--- config.mk ---
export PLATFORM = sky130hd
export DESIGN_NAME = mod_prefix_adder_pipe
export DESIGN_NICKNAME = d
export VERILOG_FILES = /design/src/rtl/mod_prefix_adder_pipe.sv
export SDC_FILE = /design/constraint.sdc
export NUM_CORES = 1
export LEC_CHECK = 0
export ABC_AREA = 1
export ABC_CLOCK_PERIOD_IN_PS = 12200
export BUFFER_PORTS_ARGS = -buffer_cell sky130_fd_sc_hd__buf_2
export CELL_PAD_IN_SITES_DETAIL_PLACEMENT = 0
export CELL_PAD_IN_SITES_GLOBAL_PLACEMENT = 1
export CORE_ASPECT_RATIO = 0.6
export CORE_UTILIZATION = 32
export DETAILED_ROUTE_END_ITERATION = 10
export GPL_TIMING_DRIVEN = 0
export HOLD_SLACK_MARGIN = 0.05
export PLACE_DENSITY = 0.6
export SLEW_MARGIN = 20
export SYNTH_ARGS = -nofsm -noshare
export SYNTH_HDL_FRONTEND = slang
export SYNTH_SLANG_ARGS = --single-unit
--- constraint.sdc ---
create_clock -name clk -period 12.2 [get_ports clk]
set_input_delay 1.22 -clock clk [delete_from_list [all_inputs] [get_ports clk]]
set_output_delay 1.22 -clock clk [all_outputs]
set_load 0.01 [all_outputs]
--- src/rtl/mod_prefix_adder_pipe.sv ---
// Pipelined parallel-prefix adder, run-time modulus 2^WIDTH-1 (end-around carry) or 2^WIDTH.
// Latency LEVELS+2 register stages; a single global enable stalls every stage when the output is held.
module mod_prefix_adder_pipe #(
  parameter int WIDTH     = 16,
  parameter bit NORM_ZERO = 1'b1
) (
  input  logic             clk,
  input  logic             rst,
  input  logic             in_valid,
  output logic             in_ready,
  input  logic [WIDTH-1:0] a,
  input  logic [WIDTH-1:0] b,
  input  logic             mode,
  output logic             out_valid,
  input  logic             out_ready,
  output logic [WIDTH-1:0] sum,
  output logic             cout
);
  localparam int LEVELS = $clog2(WIDTH);

  logic             en;
  logic [WIDTH-1:0] g_q [0:LEVELS];
  logic [WIDTH-1:0] x_q [0:LEVELS];
  logic [WIDTH-1:0] p_q [0:LEVELS-1];
  logic [LEVELS:0]  m_q;
  logic [LEVELS:0]  v_q;
  logic [WIDTH-1:0] g_d [1:LEVELS];
  logic [WIDTH-1:0] p_d [1:LEVELS-1];
  logic [WIDTH-1:0] carry;
  logic [WIDTH-1:0] raw;
  logic [WIDTH-1:0] res;

  assign en       = out_ready | ~out_valid;
  assign in_ready = en;

  // Operand at cyclic index i-d; wrapped positions read as 0 in plain (mode 1) arithmetic.
  function automatic logic tap(input logic [WIDTH-1:0] v, input int i, input int d, input logic m);
    return (m && (i < d)) ? 1'b0 : v[(i - d) & (WIDTH - 1)];
  endfunction

  always_comb begin
    for (int k = 1; k <= LEVELS; k++) begin
      for (int i = 0; i < WIDTH; i++) begin
        g_d[k][i] = g_q[k-1][i] | (p_q[k-1][i] & tap(g_q[k-1], i, 1 << (k - 1), m_q[k-1]));
      end
    end
    // The last level's propagate is never consumed, so it is not built.
    for (int k = 1; k < LEVELS; k++) begin
      for (int i = 0; i < WIDTH; i++) begin
        p_d[k][i] = p_q[k-1][i] & tap(p_q[k-1], i, 1 << (k - 1), m_q[k-1]);
      end
    end
  end

  always_comb begin
    carry = {g_q[LEVELS][WIDTH-2:0], ~m_q[LEVELS] & g_q[LEVELS][WIDTH-1]};
    raw   = x_q[LEVELS] ^ carry;
    res   = (NORM_ZERO && !m_q[LEVELS] && (&raw)) ? '0 : raw;
  end

  always_ff @(posedge clk or posedge rst) begin
    if (rst) begin
      for (int k = 0; k <= LEVELS; k++) begin
        g_q[k] <= '0;
        x_q[k] <= '0;
      end
      for (int k = 0; k < LEVELS; k++) p_q[k] <= '0;
      m_q       <= '0;
      v_q       <= '0;
      out_valid <= 1'b0;
      sum       <= '0;
      cout      <= 1'b0;
    end else if (en) begin
      v_q    <= {v_q[LEVELS-1:0], in_valid};
      m_q    <= {m_q[LEVELS-1:0], mode};
      g_q[0] <= a & b;
      p_q[0] <= a | b;
      x_q[0] <= a ^ b;
      for (int k = 1; k <= LEVELS; k++) begin
        g_q[k] <= g_d[k];
        x_q[k] <= x_q[k-1];
      end
      for (int k = 1; k < LEVELS; k++) p_q[k] <= p_d[k];
      out_valid <= v_q[LEVELS];
      sum       <= res;
      cout      <= g_q[LEVELS][WIDTH-1];
    end
  end
endmodule

==> run_results.csv, run 1 <==
group,metric,value,unit
sta,worst-slew-pin-transition,0.735,ns
cells_and_area,fillers,3389,
yosys,syn_nets,1263,
cells_and_area,syn_to_final_growth,15.6,%
global_route,grt_overflow_total,0,
sta,grt_setup_unrepaired,"false",
yosys,synth.yosys.warnings,0,
sta,layout_min_cycle_time,3.46,ns
global_route,grt_max_degree,92,
clock_tree,clkSinkCount,252,
pwr,peakVddDrop,0.000115,V
worst_setup_path,worst_ep_arrival_time,2.24,ns
yosys,cell_type_contributing_the_most_total_cell_area_after_synthesis,"dfrtp_1",
yosys,async_flop_share,1.00,
placement,detailed_placer_s_ending_hpwl,23500,um
die,fp.coreArea,32500,um^2
placement,place_worst_setup_slack,8.72,ns
yosys,sequential_to_total_area_share_from_yosys_stat,0.594,
yosys,synth_top_area_share,0.594,
yosys,syn_avg_cell_area,8.89,um^2
clock_tree,cts_root_buf,"clkbuf_16",
clock_tree,cts-hold-fix-buffers,0,
cells_and_area,num_antenna_cells,0,
sta,skew,0.00936,ns
detailed_routing,wl_met3,1420,um
worst_setup_path,setup.worst_path.class,"in -> out",
sta,fin_crit_sh,0.284,
yosys,synth_edf_count,0,
worst_setup_path,crit_fanout,10,
hold_path,timing.hold.worst_path_depth,2,
sta,max_freq,0.289,GHz
yosys,leading_register_cell_type_out_of_synthesis,"dfrtp_1",
clock_tree,post_cts.repair.setup_buffers,0,
yosys,yosys.cell_types.count,27,
status,run_status,"finished, final reports clean",
worst_setup_path,critical_path.endpoint_type,"output port",
worst_setup_path,critical_path.startpoint_type,"input port",
global_route,antenna_found_initial,0,
cells_and_area,post-route-util,0.377,
die,chipHeight,143,um
cells_and_area,total_area_of_multi_input_combinational_cells,3630,um^2
yosys,cell_count_after_synthesis,1194,
yosys,netlist_area,10600,um^2
die,rows,51,
placement,io_buffers,55,
detailed_routing,drt_wirelength,32200,um
global_route,first_global_vias,7909,
detailed_routing,dr.pass1.iters,4,
clock_tree,clk_pin_slew_worst_paths,0.06,ns
cells_and_area,ff_latch_area,6310,um^2
detailed_routing,wl_met2,11900,um
placement,postPlaceCellArea,11500,um^2
cells_and_area,finish.instance_area,12300,um^2
detailed_routing,detailed_route_drc_error_count,0,
yosys,synth.most_common_cell,"nand2_1",
clock_tree,clock_tree.buffer_depth,3,
sta,timing_hold_violations_final,0,
detailed_routing,dr_total_vias,8106,
global_route,globalRouteTotalUtil,0.198,
cells_and_area,final_layout_size_suffix_gt1_frac,0.112,
detailed_routing,antenna_violating_nets_post_route,0,
yosys,post_synth_main_area_contributors,"dfrtp_1 59%, nand2_1 16%, o21ai_0 5.9%, ha_1 3.8%, inv_1 3.3%",
detailed_routing,met1_length,18300,um
die,die_width,237,um
placement,gpl.final_weighted_congestion,0.821,
sta,fin_setup_tns,0,ns
detailed_routing,maxUsedRoutingLayer,"met4",
sta,final.setup.worst_slack,8.74,ns
clock_tree,tritoncts,"done",
yosys,netlist_top_cells_count,"459 x nand2_1, 252 x dfrtp_1, 126 x o21ai_0",
pwr,power.leakage,6.08,nW
detailed_routing,vias_per_cell,4.72,
clock_tree,post_cts.resized_instances,0,
die,die_area,33900,um^2
pwr,power.total,3.11,mW
sta,drv_slew,0,
clock_tree,numCtsBuffers,25,
global_route,first_pass_grt_wire_length,50000,um
worst_setup_path,cp.required,10.98,ns
sta,slew-limit-headroom,0.510,
detailed_routing,drtIter0Drc,555,
clock_tree,clock_latency,0.54,ns
die,initial_utilization,0.326,
clock_tree,htreeDepth,1,
cells_and_area,nets,1348,
worst_setup_path,reg2reg_depth,7,
flow_run,drv_cap,0,
die,design.portCount,56,
yosys,ys_ff_latch,252,
pwr,power_per_cell_area,254,nW/um^2
sta,finalSetupViolations,0,
detailed_routing,route.detailed.wl_per_inst,18.7,um
hold_path,min_path_type,"reg -> reg",
## state kept, by name, indices dropped and copies added (netlist names)
name / cells
x_q: 80
g_q: 65
p_q: 64
sum: 16
carry: 15
m_q: 5
v_q: 5
cout: 1
out_valid: 1
## logic make-up (layout without fill, tap and decap cells)
| group | after synthesis | in the layout | synth area share |
|---|---|---|---|
| flops | 252 | 252 | 0.594 |
| xor+xnor | 5 | 5 | 0.00413 |
| fa+ha+maj | 32 | 32 | 0.0377 |
| compound gates | 227 | 227 | 0.109 |
| buf+inv | 159 | 259 | 0.0635 |
| simple gates | 519 | 519 | 0.191 |
## layout make-up
cell class,instances,area share
repair buffers,58,0.0292
plain buffers,56,0.0235
well taps,424,0.0432
flip-flops and latches,252,0.514
multi-input cells,783,0.296
inverters,103,0.0321
clock buffers,36,0.0576
clock inverters,6,0.00449
## worst max-delay path, stage by stage
cell	delay [ns]
buf_2	0.11
nor2_4	0.20
inv_2	0.09
buf_2	0.20
buf_2	0.24
buf_2	0.17
## layer usage
layer | up-vias | GRT usage
li1 | 3942 | -
met1 | 3971 | 0.330
met2 | 159 | 0.259
met3 | 34 | 0.0325
met4 | 0 | 0.0357
met5 | - | 0
## stage by stage
stage	std cells	hold WS, ns
6_report	1718	0.454
5_1_grt	1718	0.485
4_1_cts	1718	0.458
3_5_place_dp	1676	0.442
3_3_place_gp	1673	0.443
2_1_floorplan	1194	0.423
## path summary, 6_finish.rpt
check / slack (ns) / endpoint / startpoint
worst max-delay path: 8.74 / in_ready / out_ready
worst min-delay path: 0.45 / out_valid / v_q[4]
worst max register to register: 10.40 / g_q[68] / out_valid
worst min register to register: 0.45 / out_valid / v_q[4]
max in group asynchronous: 10.37 / x_q[59] / rst
min in group asynchronous: 0.70 / p_q[22] / rst
## power by group
part | switching (mW) | internal (mW) | total, mW
clock network | 0.332 | 0.421 | 0.753
registers | 0.288 | 1.18 | 1.47
logic | 0.600 | 0.292 | 0.891
## cells in the final DEF, fill, tap and decap left out, drive strengths merged, types with 18 or more instances in the layout
cell	synthesis	final
nand2	459	459
dfrtp	252	252
o21ai	164	164
inv	103	103
buf	39	97
clkbuf	17	53
a21oi	51	51
nor2	35	35
ha	32	32
nand3	18	18
Note: power is estimated with default switching activity, not from simulation.
==> inputs of run 2 (changes only) <==
--- a/config.mk
+++ b/config.mk
@@ -6,7 +6,7 @@
 export NUM_CORES = 1
 export LEC_CHECK = 0
 export ABC_AREA = 1
-export ABC_CLOCK_PERIOD_IN_PS = 12200
+export ABC_CLOCK_PERIOD_IN_PS = 3350
 export BUFFER_PORTS_ARGS = -buffer_cell sky130_fd_sc_hd__buf_2
 export CELL_PAD_IN_SITES_DETAIL_PLACEMENT = 0
 export CELL_PAD_IN_SITES_GLOBAL_PLACEMENT = 1
==> constraint.sdc (replaced) <==
create_clock -name clk -period 3.35 [get_ports clk]
set_input_delay 0.335 -clock clk [delete_from_list [all_inputs] [get_ports clk]]
set_output_delay 0.335 -clock clk [all_outputs]
set_load 0.01 [all_outputs]
==> run_results.csv, run 2 (same netlist as run 1, synthesis figures left out) <==
group,metric,value,unit
global_route,first_pass_grt_wire_length,50400,um
die,chipHeight,143,um
global_route,grt_max_degree,32,
cells_and_area,regMostFlops,"x_q",
clock_tree,tritoncts,"done",
clock_tree,clock_latency,0.54,ns
sta,worst-slew-pin-transition,0.839,ns
worst_setup_path,crit_fanout,10,
worst_setup_path,timing.reg2reg.setup_slack,1.51,ns
placement,gpl.final_weighted_congestion,0.826,
detailed_routing,route.detailed.wl_per_inst,18.6,um
worst_setup_path,reg2reg_depth,7,
sta,skew,0.0134,ns
sta,grt_setup_unrepaired,"false",
pwr,power_per_cell_area,950,nW/um^2
detailed_routing,vias_per_cell,4.73,
worst_setup_path,cp.required,3.01,ns
sta,slew-limit-headroom,0.441,
worst_setup_path,worst_ep_arrival_time,1.90,ns
die,initial_utilization,0.326,
global_route,first_global_vias,8006,
hold_path,min_path_type,"in -> reg",
die,rows,51,
sta,timing_hold_violations_final,0,
worst_setup_path,regToRegEndpoint,"g_q[68]",
cells_and_area,largest_registers,"x_q (80), g_q (65), p_q (64)",
sta,fin_worst_hold_slack,0.131,ns
detailed_routing,drt_wirelength,32200,um
clock_tree,numCtsBuffers,26,
clock_tree,htreeDepth,1,
detailed_routing,dr.pass1.iters,5,
clock_tree,clkSinkCount,252,
clock_tree,clock_tree.buffer_depth,3,
pwr,power.leakage,6.24,nW
cells_and_area,nets,1358,
worst_setup_path,critical_path.startpoint_type,"flip-flop",
worst_setup_path,critical_path.endpoint_type,"output port",
hold_path,holdCritStartpoint,"b[7]",
die,design.portCount,56,
detailed_routing,drtIter0Drc,631,
cells_and_area,final_layout_size_suffix_gt1_frac,0.122,
sta,fin_crit_sh,0.667,
hold_path,timing.hold.worst_endpoint,"g_q[71]",
cells_and_area,mostFrequentLayoutCells,"459 x nand2_1, 252 x dfrtp_1, 126 x o21ai_0",
hold_path,timing.hold.worst_path_depth,4,
worst_setup_path,reg2reg_from,"out_valid",
detailed_routing,dr_total_vias,8203,
sta,drv_slew,0,
placement,detailed_placer_s_ending_hpwl,23900,um
die,die_width,237,um
placement,io_buffers,55,
clock_tree,cts_root_buf,"clkbuf_16",
sta,finalSetupViolations,0,
cells_and_area,syn_to_final_growth,19.0,%
worst_setup_path,setup.worst_path.class,"reg -> out",
sta,layout_min_cycle_time,2.23,ns
cells_and_area,mostFrequentLayoutCell,"nand2_1",
cells_and_area,largest_register_ff_count,80,
pwr,peakVddDrop,0.000438,V
detailed_routing,detailed_route_drc_error_count,0,
sta,max_freq,0.448,GHz
clock_tree,clk_pin_slew_worst_paths,0.07,ns
cells_and_area,post-route-util,0.388,
global_route,antenna_found_initial,0,
die,fp.coreArea,32500,um^2
status,run_status,"finished, final reports clean",
flow_run,drv_cap,0,
global_route,grt_overflow_total,0,
die,die_area,33900,um^2
detailed_routing,antenna_violating_nets_post_route,0,
cells_and_area,fillers,3359,
global_route,globalRouteTotalUtil,0.199,
cells_and_area,num_antenna_cells,0,
==> run 2: changes by cell type in the layout (fill, tap and decap cells not counted) <==
cell / change
buf_12: +9
bufinv_16: +6
buf_16: -3
clkbuf_1: -3
dlygate4sd3_1: +3
clkbuf_16: +2
clkinvlp_4: +2
clkbuf_8: +1
clkinv_2: -1
inv_8: -1
==> run 2: worst max-delay path by stage <==
| stage | from | depth (start not counted) | to | slack, ns |
|---|---|---|---|---|
| CTS | out_valid | 6 | in_ready | 1.08 |
| floorplan | rst | 1 | carry[10] | -0.30 |
| finish | out_valid | 6 | in_ready | 1.12 |
| global placement | rst | 2 | x_q[32] | -2.12 |
| detailed placement | rst | 8 | x_q[33] | 1.43 |
| global route | out_valid | 6 | in_ready | 0.95 |
==> run 2: layer usage <==
metal | share of wire | up-vias | GRT usage | routed length (um)
li1 | - | 3977 | - | -
met1 | 0.56 | 4010 | 0.334 | 18000
met2 | 0.37 | 182 | 0.257 | 11900
met3 | 0.059 | 34 | 0.0402 | 1920
met4 | 0.013 | 0 | 0.0285 | 405
met5 | 0 | - | 0 | 0
==> run 2: metrics by stage <==
stage | area (um^2) | total power, mW | cells | TNS (ns) | worst slack (ns)
finish | 12600 | 12.0 | 1733 | 0 | 1.12
global placement | 11400 | 8.61 | 1673 | -522.42 | -2.12
detailed placement | 11600 | 8.66 | 1682 | 0 | 1.43
CTS | 12600 | 12.1 | 1733 | 0 | 1.08
global route | 12600 | 12.8 | 1733 | 0 | 0.952
floorplan | 10600 | 7.11 | 1194 | -75.77 | -0.301
==> run 2: power by group <==
part	leakage (nW)	internal, mW	switching [mW]
clock network	0.488	2.12	1.26
registers	3.13	4.29	1.05
logic	2.62	1.08	2.20
total	6.24	7.49	4.51
==> run 2: what timing repair did <==
action,in CTS,in global routing
setup buffers,0,0
hold buffers,3,0
gates resized for setup,0,0
setup endpoints to repair,0,0
hold endpoints to repair,35,0
==> run 2: layout make-up <==
type / instances / area (um^2) / area share
Clock buffer: 36 / 759 / 0.0601
Tap cell: 424 / 531 / 0.0420
Sequential cell: 252 / 6310 / 0.499
Clock inverter: 12 / 238 / 0.0188
Multi-Input combinational cell: 783 / 3630 / 0.288
Timing Repair Buffer: 67 / 485 / 0.0384
Inverter: 103 / 390 / 0.0309
Buffer: 56 / 288 / 0.0228
==> run 2: worst max-delay path: stages (launching register included) <==
cell	delay, ns
dfrtp_1	0.37
inv_1	0.09
nor2_4	0.07
inv_2	0.09
buf_2	0.24
buf_2	0.31
buf_2	0.18
